--- src/rtl/qea_pkg.sv ---
// qea_pkg: shared state encoding and state-row count helper for the QEA host sequencer.
package qea_pkg;

    typedef enum logic [2:0] {
        S_IDLE,
        S_LOAD_CTX,
        S_LOAD_ST,
        S_START,
        S_RUN,
        S_READ,
        S_DONE,
        S_ERR
    } seq_state_t;

    // A state row carries 2**pe_num_width amplitudes, so small registers still need one row.
    function automatic logic [31:0] qea_rows(input int qbit_num, input int pe_num_width);
        if (qbit_num >= pe_num_width) return 32'd1 << (qbit_num - pe_num_width);
        return 32'd1;
    endfunction

endpackage

--- src/rtl/qea_rd_skid.sv ---
// qea_rd_skid: state RAM read-latency pipe plus a one-entry hold register for the result stream.
module qea_rd_skid #(
    parameter int DATA_W = 256,
    parameter int RD_LAT = 1
) (
    input  logic              clk,
    input  logic              rst,
    input  logic              issue,
    input  logic [DATA_W-1:0] rd_dout,
    input  logic              rd_ready,
    output logic              rd_valid,
    output logic [DATA_W-1:0] rd_data,
    output logic              idle
);

    logic [RD_LAT-1:0] vld_p;

    always_ff @(posedge clk) begin
        if (rst) begin
            vld_p    <= '0;
            rd_valid <= 1'b0;
            rd_data  <= '0;
        end else begin
            // latency pipe: RAM output is valid when the tag reaches the last stage
            vld_p[0] <= issue;
            for (int i = 1; i < RD_LAT; i++) vld_p[i] <= vld_p[i-1];
            // hold stage
            if (vld_p[RD_LAT-1]) begin
                rd_valid <= 1'b1;
                rd_data  <= rd_dout;
            end else if (rd_valid && rd_ready) begin
                rd_valid <= 1'b0;
            end
        end
    end

    assign idle = ~(|vld_p) & ~rd_valid;

endmodule

--- src/rtl/qea_host_sequencer.sv ---
// qea_host_sequencer: loads gate context and state rows, runs the QEA core, streams rows back.
// Optional RUN watchdog enabled by defining QEA_SEQ_TIMEOUT_EN.
module qea_host_sequencer
    import qea_pkg::*;
#(
    parameter int PE_NUM_WIDTH            = 2,
    parameter int PE_NUM                  = 4,
    parameter int STATE_DATA_WIDTH        = 64,
    parameter int STATE_ADDR_WIDTH        = 16,
    parameter int GATE_CONTEXT_DATA_WIDTH = 64,
    parameter int GATE_CONTEXT_ADDR_WIDTH = 16,
    parameter int MAX_QBIT_WIDTH          = 6,
    parameter int RD_LAT                  = 1,
    parameter int CYC_W                   = 32,
    parameter int TIMEOUT_CYCLES          = 2**20
) (
    input  logic                                 clk,
    input  logic                                 rst,
    input  logic                                 i_go,
    input  logic [MAX_QBIT_WIDTH-1:0]            i_qbit_num,
    input  logic [GATE_CONTEXT_ADDR_WIDTH:0]     i_ins_num,
    output logic                                 o_busy,
    output logic                                 o_done,
    output logic                                 o_err,
    output logic [CYC_W-1:0]                     o_cycles,
    input  logic                                 i_ctx_valid,
    output logic                                 o_ctx_ready,
    input  logic [GATE_CONTEXT_DATA_WIDTH-1:0]   i_ctx_data,
    input  logic                                 i_st_valid,
    output logic                                 o_st_ready,
    input  logic [PE_NUM*STATE_DATA_WIDTH-1:0]   i_st_data,
    output logic                                 o_rd_valid,
    input  logic                                 i_rd_ready,
    output logic [PE_NUM*STATE_DATA_WIDTH-1:0]   o_rd_data,
    output logic                                 o_ctx_en,
    output logic                                 o_ctx_wea,
    output logic [GATE_CONTEXT_ADDR_WIDTH-1:0]   o_ctx_addr,
    output logic [GATE_CONTEXT_DATA_WIDTH-1:0]   o_ctx_data,
    output logic [PE_NUM-1:0]                    o_state_ena,
    output logic [PE_NUM-1:0]                    o_state_wea,
    output logic [STATE_ADDR_WIDTH-1:0]          o_state_addra,
    output logic [PE_NUM*STATE_DATA_WIDTH-1:0]   o_state_dina,
    output logic                                 o_qea_start,
    input  logic                                 i_qea_complete,
    input  logic [PE_NUM*STATE_DATA_WIDTH-1:0]   i_qea_state_dout
);

    localparam int SW = PE_NUM * STATE_DATA_WIDTH;
    localparam logic [GATE_CONTEXT_ADDR_WIDTH:0] INS_ONE = 1;
    localparam logic [STATE_ADDR_WIDTH-1:0]      ROW_ONE = 1;
    localparam logic [CYC_W-1:0]                 CYC_ONE = 1;

    seq_state_t state;
    logic busy_q, done_q, start_q, ctx_ready_q, st_ready_q;
    logic [CYC_W-1:0] cycles_q;
    logic [GATE_CONTEXT_ADDR_WIDTH:0] ctx_cnt, ins_last;
    logic [STATE_ADDR_WIDTH-1:0] st_row, rd_row, last_row;
    logic ctx_beat, st_beat, rd_issue, rd_idle, rd_acc, rd_valid;

    function automatic logic [CYC_W-1:0] cyc_sat_inc(input logic [CYC_W-1:0] v);
        return (v == '1) ? v : v + CYC_ONE;
    endfunction

`ifdef QEA_SEQ_TIMEOUT_EN
    localparam int TO_W = $clog2(TIMEOUT_CYCLES + 1);
    localparam logic [TO_W-1:0] TO_LAST = TO_W'(TIMEOUT_CYCLES);
    localparam logic [TO_W-1:0] TO_ONE  = 1;
    logic [TO_W-1:0] run_cnt;
    logic err_q;
    assign o_err = err_q;
`else
    assign o_err = 1'b0;
`endif

    always_ff @(posedge clk) begin
        if (rst) begin
            state       <= S_IDLE;
            busy_q      <= 1'b0;
            done_q      <= 1'b0;
            start_q     <= 1'b0;
            ctx_ready_q <= 1'b0;
            st_ready_q  <= 1'b0;
            cycles_q    <= '0;
`ifdef QEA_SEQ_TIMEOUT_EN
            err_q       <= 1'b0;
            run_cnt     <= '0;
`endif
        end else begin
            done_q  <= 1'b0;
            start_q <= 1'b0;
            unique case (state)
                S_IDLE: if (i_go) begin
                    ins_last <= i_ins_num - INS_ONE;
                    last_row <= STATE_ADDR_WIDTH'(qea_rows(int'(i_qbit_num), PE_NUM_WIDTH) - 32'd1);
                    cycles_q <= '0;
                    ctx_cnt  <= '0;
                    st_row   <= '0;
                    rd_row   <= '0;
                    busy_q   <= 1'b1;
                    if (i_ins_num == '0) begin
                        state      <= S_LOAD_ST;
                        st_ready_q <= 1'b1;
                    end else begin
                        state       <= S_LOAD_CTX;
                        ctx_ready_q <= 1'b1;
                    end
                end
                S_LOAD_CTX: if (ctx_beat) begin
                    ctx_cnt <= ctx_cnt + INS_ONE;
                    if (ctx_cnt == ins_last) begin
                        ctx_ready_q <= 1'b0;
                        st_ready_q  <= 1'b1;
                        state       <= S_LOAD_ST;
                    end
                end
                S_LOAD_ST: if (st_beat) begin
                    st_row <= st_row + ROW_ONE;
                    if (st_row == last_row) begin
                        st_ready_q <= 1'b0;
                        start_q    <= 1'b1;
                        cycles_q   <= CYC_ONE;
                        state      <= S_START;
                    end
                end
                S_START: begin
                    if (i_qea_complete) begin
                        state <= S_READ;
                    end else begin
                        cycles_q <= cyc_sat_inc(cycles_q);
                        state    <= S_RUN;
                    end
`ifdef QEA_SEQ_TIMEOUT_EN
                    run_cnt <= TO_ONE;
`endif
                end
                S_RUN: if (i_qea_complete) begin
                    state <= S_READ;
                end else begin
                    cycles_q <= cyc_sat_inc(cycles_q);
`ifdef QEA_SEQ_TIMEOUT_EN
                    if (run_cnt == TO_LAST) begin
                        state  <= S_ERR;
                        err_q  <= 1'b1;
                        done_q <= 1'b1;
                    end else begin
                        run_cnt <= run_cnt + TO_ONE;
                    end
`endif
                end
                S_READ: if (rd_acc) begin
                    rd_row <= rd_row + ROW_ONE;
                    if (rd_row == last_row) begin
                        state  <= S_DONE;
                        done_q <= 1'b1;
                    end
                end
                S_DONE: begin
                    state  <= S_IDLE;
                    busy_q <= 1'b0;
                end
                S_ERR: if (i_go) begin
                    state  <= S_IDLE;
                    busy_q <= 1'b0;
`ifdef QEA_SEQ_TIMEOUT_EN
                    err_q  <= 1'b0;
`endif
                end
                default: state <= S_IDLE;
            endcase
        end
    end

    // Stream writes go straight to the core RAMs in the accepting cycle for zero-bubble loads.
    assign ctx_beat = ctx_ready_q & i_ctx_valid;
    assign st_beat  = st_ready_q & i_st_valid;
    assign rd_issue = (state == S_READ) & rd_idle;
    assign rd_acc   = rd_valid & i_rd_ready;

    assign o_ctx_ready   = ctx_ready_q;
    assign o_st_ready    = st_ready_q;
    assign o_ctx_en      = ctx_beat;
    assign o_ctx_wea     = ctx_beat;
    assign o_ctx_addr    = ctx_ready_q ? ctx_cnt[GATE_CONTEXT_ADDR_WIDTH-1:0] : '0;
    assign o_ctx_data    = ctx_ready_q ? i_ctx_data : '0;
    assign o_state_ena   = {PE_NUM{st_beat | rd_issue}};
    assign o_state_wea   = {PE_NUM{st_beat}};
    assign o_state_addra = st_ready_q ? st_row : (rd_issue ? rd_row : '0);
    assign o_state_dina  = st_ready_q ? i_st_data : '0;
    assign o_qea_start   = start_q;
    assign o_busy        = busy_q;
    assign o_done        = done_q;
    assign o_cycles      = cycles_q;
    assign o_rd_valid    = rd_valid;

    qea_rd_skid #(
        .DATA_W (SW),
        .RD_LAT (RD_LAT)
    ) u_rd_skid (
        .clk      (clk),
        .rst      (rst),
        .issue    (rd_issue),
        .rd_dout  (i_qea_state_dout),
        .rd_ready (i_rd_ready),
        .rd_valid (rd_valid),
        .rd_data  (o_rd_data),
        .idle     (rd_idle)
    );

endmodule

--- config.mk ---
export PLATFORM = sky130hd
export DESIGN_NAME = qea_host_sequencer
export DESIGN_NICKNAME = d
export VERILOG_FILES = /design/src/rtl/qea_pkg.sv /design/src/rtl/qea_rd_skid.sv /design/src/rtl/qea_host_sequencer.sv
export SDC_FILE = /design/constraint.sdc
export NUM_CORES = 1
export LEC_CHECK = 0
export ABC_AREA = 1
export CAP_MARGIN = 20
export CORE_AREA = 2 2 495 497
export DETAILED_ROUTE_END_ITERATION = 12
export DIE_AREA = 0 0 497 499
export GPL_TIMING_DRIVEN = 1
export SLEW_MARGIN = 0
export SYNTH_ARGS = -nofsm -noshare
export SYNTH_HDL_FRONTEND = slang
export SYNTH_SLANG_ARGS = --single-unit
--- constraint.sdc ---
create_clock -name clk -period 2.95 [get_ports clk]
set_input_delay 0.59 -clock clk [delete_from_list [all_inputs] [get_ports clk]]
set_output_delay 0.59 -clock clk [all_outputs]
set_load 0.05 [all_outputs]
## Yosys cells after proc, flatten, opt, wreduce, memory -nomap -nowiden

Index checks and enable logic that the tools add are counted.

| storage, ports and cells | value |
|---|---|
| bits in registers | 380 |
| input bits | 606 |

| operators by class | value |
|---|---|
| add/subtract/negate cells | 7 |
| $lt $le $gt $ge | 1 |
| equal/unequal tests | 24 |
| shift operators | 1 |
| multiplexer cells | 59 |
| bitwise gates (word level) | 13 |
| reductions and logical operators | 22 |

Operators by type and width:

| cell | count |
|---|---|
| $mux W256 | 1 |
| $mux W16 | 11 |
| $mux W32 | 5 |
| $pmux W32 S3 | 1 |
| $mux W64 | 1 |
| $pmux W16 S2 | 2 |
| $mux W17 | 2 |
| $pmux W17 S2 | 1 |
| $add A16 B1 Y16 const B | 2 |
| $add A32 B1 Y32 const B | 1 |
| $eq A16 B16 Y1 | 2 |
| $eq A32 B32 Y1 const B | 1 |
| $shl A1 B32 Y16 const A | 1 |
| $mux W3 | 9 |
| $ne A2 B2 Y1 const B | 13 |
| $pmux W3 S8 | 1 |
| $mux W1 | 21 |
| $add A17 B1 Y17 const B | 1 |
| $eq A17 B17 Y1 | 1 |
| $logic_not A17 Y1 | 1 |
| $sub A17 B1 Y17 const B | 1 |
| $sub A16 B1 Y16 const B | 1 |
| $eq A3 B3 Y1 const B | 4 |
| $reduce_and A4 Y1 | 3 |
| other kinds (21) | 40 |

## Depth between registers and ports, before layout

Gate-level depths: netlist of the first run.

| logic depth | value |
|---|---|
| word-level depth | 10 |
| mapped depth | 15 |
| gate-level depth less buffers | 15 |

## Modules after synthesis

Synthesis of the first run repeated with hierarchy kept, for this count alone.

| second synthesis, totals | value |
|---|---|
| cell total of the unflattened synthesis | 3432 |
| area, all modules | 21343.0 um^2 |

By module, submodules not included:

| module | instances | cells an instance | area an instance (um^2) | seq. area each (um^2) |
|---|---|---|---|---|
| qea_host_sequencer | 1 | 1801 | 10686.5 | 3263.1 |
| qea_rd_skid | 1 | 1631 | 10656.5 | 5165.0 |

## Least setup slack after synthesis of the first run

No wires, ideal clock.

| path | value |
|---|---|
| path type | register -> register |
| start point | reg ctx_ready_q, in the netlist o_ctx_ready |
| end point | reg ctx_cnt[0], enable pin |
| setup time | 0.435 ns |
| data arrival time | 2.840 ns |
| required time | 2.515 ns |
| setup slack | -0.325 ns |
| stages on the path, launching flop included | 6 |
| buffers on the path | 1 |
| cell sequence | dfxtp_1 clkbuf_1 nand2_1 nand2_1 nand2_1 nor4_1 |

| on the way | value |
|---|---|
| word-level cells in the longest chain between the ends | 3 |

RTL lines:

| item | line | RTL |
|---|---|---|
| from (decl) | qea_host_sequencer.sv:54 | `logic busy_q, done_q, start_q, ctx_ready_q, st_ready_q;` |
| from (signal assigned) | qea_host_sequencer.sv:81 | `ctx_ready_q <= 1'b0;` |
| from (signal assigned) | qea_host_sequencer.sv:105 | `ctx_ready_q <= 1'b1;` |
| from (signal assigned) | qea_host_sequencer.sv:111 | `ctx_ready_q <= 1'b0;` |
| $and A1 B1 Y1 | qea_host_sequencer.sv:174 | `assign ctx_beat = ctx_ready_q & i_ctx_valid;` |
| $ne A2 B2 Y1 (no line) | - |  |
| $reduce_and A4 Y1 (no line) | - |  |
| to (signal assigned) | qea_host_sequencer.sv:109 | `ctx_cnt <= ctx_cnt + INS_ONE;` |
| to (decl) | qea_host_sequencer.sv:56 | `logic [GATE_CONTEXT_ADDR_WIDTH:0] ctx_cnt, ins_last;` |

No other way between the ends.
A chain may end at the register's enable or synchronous reset.

## Worst setup path after layout of the first run

| path | value |
|---|---|
| start point | reg st_ready_q, in the netlist o_st_ready |
| end point | out o_state_dina[172] |

| on the way | value |
|---|---|
| word-level cells in the longest chain between the ends | 1 |

RTL lines:

| item | line | RTL |
|---|---|---|
| from (decl) | qea_host_sequencer.sv:54 |  |
| from (signal assigned) | qea_host_sequencer.sv:82 | `st_ready_q <= 1'b0;` |
| from (signal assigned) | qea_host_sequencer.sv:102 | `st_ready_q <= 1'b1;` |
| from (signal assigned) | qea_host_sequencer.sv:112 | `st_ready_q <= 1'b1;` |
| $mux W256 | qea_host_sequencer.sv:188 | `assign o_state_dina = st_ready_q ? i_st_data : '0;` |
| to (decl) | qea_host_sequencer.sv:42 | `output logic [PE_NUM*STATE_DATA_WIDTH-1:0] o_state_dina,` |

No other way between the ends.

==> flow_summary_export.csv, run 1 <==
group,metric,value,unit
timing,slew_headroom,0.441,
worst_setup_path,crit_type,"reg -> out",
clocking,cts_inserted_buffers,48,
timing,period_needed,2.86,ns
yosys,yosysUniqueCellTypes,42,
grt,grt_pass1_vias,22900,
timing,tightest_slew,0.836,ns
timing,fin_ws,0.0879,ns
pwr,p_leak,17.5,nW
min_path,hold_depth,2,
grt,grt_max_degree,130,
placement,dpl.hpwl,120000,um
outcome,status,"finished, final reports clean",
pwr,finalPower,22.7,mW
pwr,powerDensity,577,nW/um^2
yosys,synth_edf_count,82,
clocking,clk_pin_slew,0.06,ns
timing,hold_slack,0.493,ns
timing,hold_viol_final,0,
grt,grt_usage,0.110,
detailed_routing,wirelength,143000,um
layout,drive_gt1_frac,0.133,
timing,setup_viol,0,
worst_setup_path,r2r_slack,0.62,ns
floorplanning,start_util,0.0795,
worst_setup_path,r2r_start,"o_cycles[0]$_SDFFE_PP0P_",
layout,fin_area,39300,um^2
worst_setup_path,end_kind,"primary output",
min_path,holdPathEnd,"u_rd_skid.rd_data[61]$_SDFFE_PP0P_",
yosys,postSynthAreaPerCell,6.65,um^2
floorplanning,die-area,248000,um^2
min_path,hp-start,"u_rd_skid.rd_data[61]$_SDFFE_PP0P_",
yosys,synth_top_cell_area_share,0.309,
placement,gp_congestion,0.869,
worst_setup_path,critPathMaxFanout,38,
detailed_routing,vias_per_cell,3.13,
detailed_routing,drt_first_pass_iters,5,
yosys,yosys.area.top_type,"dfxtp_1",
layout,fin_cells,7387,
min_path,holdCritPathClass,"reg -> reg",
grt,antenna_found_initial,35,
timing,tns,0,ns
worst_setup_path,reg2reg_to,"o_cycles[30]$_SDFFE_PP0P_",
detailed_routing,vias,23100,
clocking,insertion_delay,0.64,ns
worst_setup_path,r2r_cells,10,
yosys,synthCells,2902,
grt,grt_pass1_wl,191000,um
floorplanning,rows,181,
clocking,cts_num_sinks,380,
grt,overflow,0,
placement,dp_cells,7285,
detailed_routing,drtIter0Drc,1516,
yosys,ys_seq_elements,380,
clocking,cts-root-buf,"clkbuf_16",
job,cap_violations,0,
layout,nets,4751,
worst_setup_path,crit_required,2.36,ns
placement,place_area,37600,um^2
yosys,syn_nets,3515,
floorplanning,die_w,497,um
placement,io_buffers,1261,
timing,clock_skew,0.0206,ns
timing,timing.final.max_slew_violations,0,
worst_setup_path,worst_ep_arrival_time,2.27,ns
layout,area_growth_syn_to_layout,104,%
clocking,cts_hold_buf,0,
layout,fin_util,0.162,
floorplanning,dieHeight,499,um
layout,fillers,27600,
pwr,peakVddDrop,432,uV
placement,dp_slack,-0.119,ns
detailed_routing,drc_errors,0,
worst_setup_path,startpoint_type,"flop",
clocking,cts.path.max_buffers,3,
yosys,yosysSeqAreaShare,0.437,
timing,max_freq,0.349,GHz
floorplanning,io_pins,1263,
timing,period_share,0.970,
floorplanning,core,243000,um^2
detailed_routing,postRouteAntennaNets,0,
clocking,h-tree-depth,2,
detailed_routing,wl_per_cell,19.4,um
yosys,yosys_warnings,0,
clocking,cts_tree,"yes",
yosys,synth_area,19300,um^2
yosys,async_flop_share,0,
yosys,synth.area.top_cells,"dfxtp_1 (31%), nor2_1 (13%), edfxtp_1 (13%), nand2_1 (12%), inv_1 (8.5%)",
yosys,ys.flop_type,"dfxtp_1",
[worst max-delay path, cell delays in order, from the launching register on]
cell,delay [ns]
dfxtp_4,0.43
buf_16,0.19
buf_16,0.20
buf_12,0.21
nand2_1,0.19
inv_1,0.15
buf_12,0.15
[cell families (layout without fill, tap and decap cells)]
family	after synthesis	count (layout)	synth area share
adder cells (fa/ha/maj)	7	7	0.00454
AO/OA/AOI/OAI	387	387	0.102
buffers and inverters	608	1883	0.122
other	1	9	0.000194
flip-flops	380	380	0.437
XOR/XNOR	82	82	0.0372
AND/OR/NAND/NOR	1437	1437	0.297
[per-layer routing]
metal  up-vias  wire length (um)  GRT usage
li1      11300                 -          -
met3       185             13500     0.0427
met1     10500             51400      0.112
met2      1073             69200      0.192
met5         -                39          0
met4         6              9250     0.0646
[where the power goes]
group	internal, mW	switching (mW)	leakage, nW	total, mW
clock	3.53	2.60	0.786	6.13
combinational	3.61	6.60	13.5	10.2
sequential	5.86	0.476	3.16	6.33
total	13.0	9.68	17.5	22.7
[Yosys cell counts, types with 2 or more instances]
cell type  instances
nor2_1           678
nand2_1          600
inv_1            438
o21ai_0          306
dfxtp_1          298
clkbuf_1         135
edfxtp_1          82
a21oi_1           69
nand3_1           59
nor3_1            43
xnor2_1           41
xor2_1            41
nand4_1           24
buf_4             13
inv_2              8
ha_1               7
nor4_1             7
clkinv_1           5
nor3b_1            5
nor2_2             4
nor2_4             4
buf_1              3
buf_2              3
buf_6              3
nand2_2            3
nor3_2             3
or2_2              3
o21a_1             2
o21bai_1           2
[cells in the final DEF, fill, tap and decap left out, types with 7 or more instances in the layout]
| master | instances |
|---|---|
| a21oi_1 | 69 |
| buf_12 | 199 |
| buf_4 | 203 |
| clkbuf_1 | 12 |
| clkbuf_16 | 50 |
| clkbuf_8 | 7 |
| clkdlybuf4s50_1 | 879 |
| clkinv_2 | 8 |
| dfxtp_1 | 295 |
| diode_2 | 8 |
| dlygate4sd2_1 | 51 |
| edfxtp_1 | 82 |
| ha_1 | 7 |
| inv_1 | 417 |
| inv_2 | 29 |
| nand2_1 | 593 |
| nand2_2 | 10 |
| nand3_1 | 59 |
| nand4_1 | 24 |
| nor2_1 | 676 |
| nor3_1 | 42 |
| o21ai_0 | 299 |
| xnor2_1 | 41 |
| xor2_1 | 41 |
[what timing repair did]
item / CTS / global route
cloned: 2 / 1
pin swaps: 0 / 0
buffers inserted: 2 / 0
resized for setup: 88 / 8
endpoints found under the setup margin: 160 / 20
[sequential cells by signal (all words and copies together) (netlist names)]
name and count:
u_rd_skid.rd_valid 1, st_row 16, o_st_ready 1, o_done 1, ctx_cnt 17, o_qea_start 1, o_ctx_ready 1, last_row 16
ins_last 17, rd_row 16, u_rd_skid.rd_data 256, o_cycles 32, o_busy 1, u_rd_skid.vld_p 1, state 3
[cell type report]
cell class	count	area, um^2	area share
repair buffers	1343	15000	0.381
multi-input cells	1914	8560	0.218
flip-flops and latches	380	8440	0.215
well taps	3202	4010	0.102
inverters	451	1710	0.0434
clock buffers	68	1370	0.0348
clock inverters	21	231	0.00589
diodes	8	20.0	0.000509
[how the worst max path moves through the flow]
stage               cells past startpoint                endpoint                     from  slack [ns]
finish                                  6       o_state_dina[172]  o_st_ready$_SDFFE_PP0P_        0.09
global route                            7       o_state_addra[10]    state[0]$_SDFFE_PP0P_     -0.0006
CTS                                     6        o_state_dina[97]  o_st_ready$_SDFFE_PP0P_       0.003
detailed placement                     13  last_row[10]$_DFFE_PP_            i_qbit_num[1]       -0.12
global placement                       13  last_row[10]$_DFFE_PP_            i_qbit_num[1]       -0.15
floorplan                               3        o_state_addra[3]  o_st_ready$_SDFFE_PP0P_        0.01
No activity file was read; power rests on OpenSTA's default activity.
==> inputs of run 2 (changes only) <==
--- a/config.mk
+++ b/config.mk
@@ -10,7 +10,6 @@
 export CORE_AREA = 2 2 495 497
 export DETAILED_ROUTE_END_ITERATION = 12
 export DIE_AREA = 0 0 497 499
-export GPL_TIMING_DRIVEN = 1
 export SLEW_MARGIN = 0
 export SYNTH_ARGS = -nofsm -noshare
 export SYNTH_HDL_FRONTEND = slang
==> results of run 2 <==
Same layout as run 1: the final DEF is identical, and so are final timing and power.
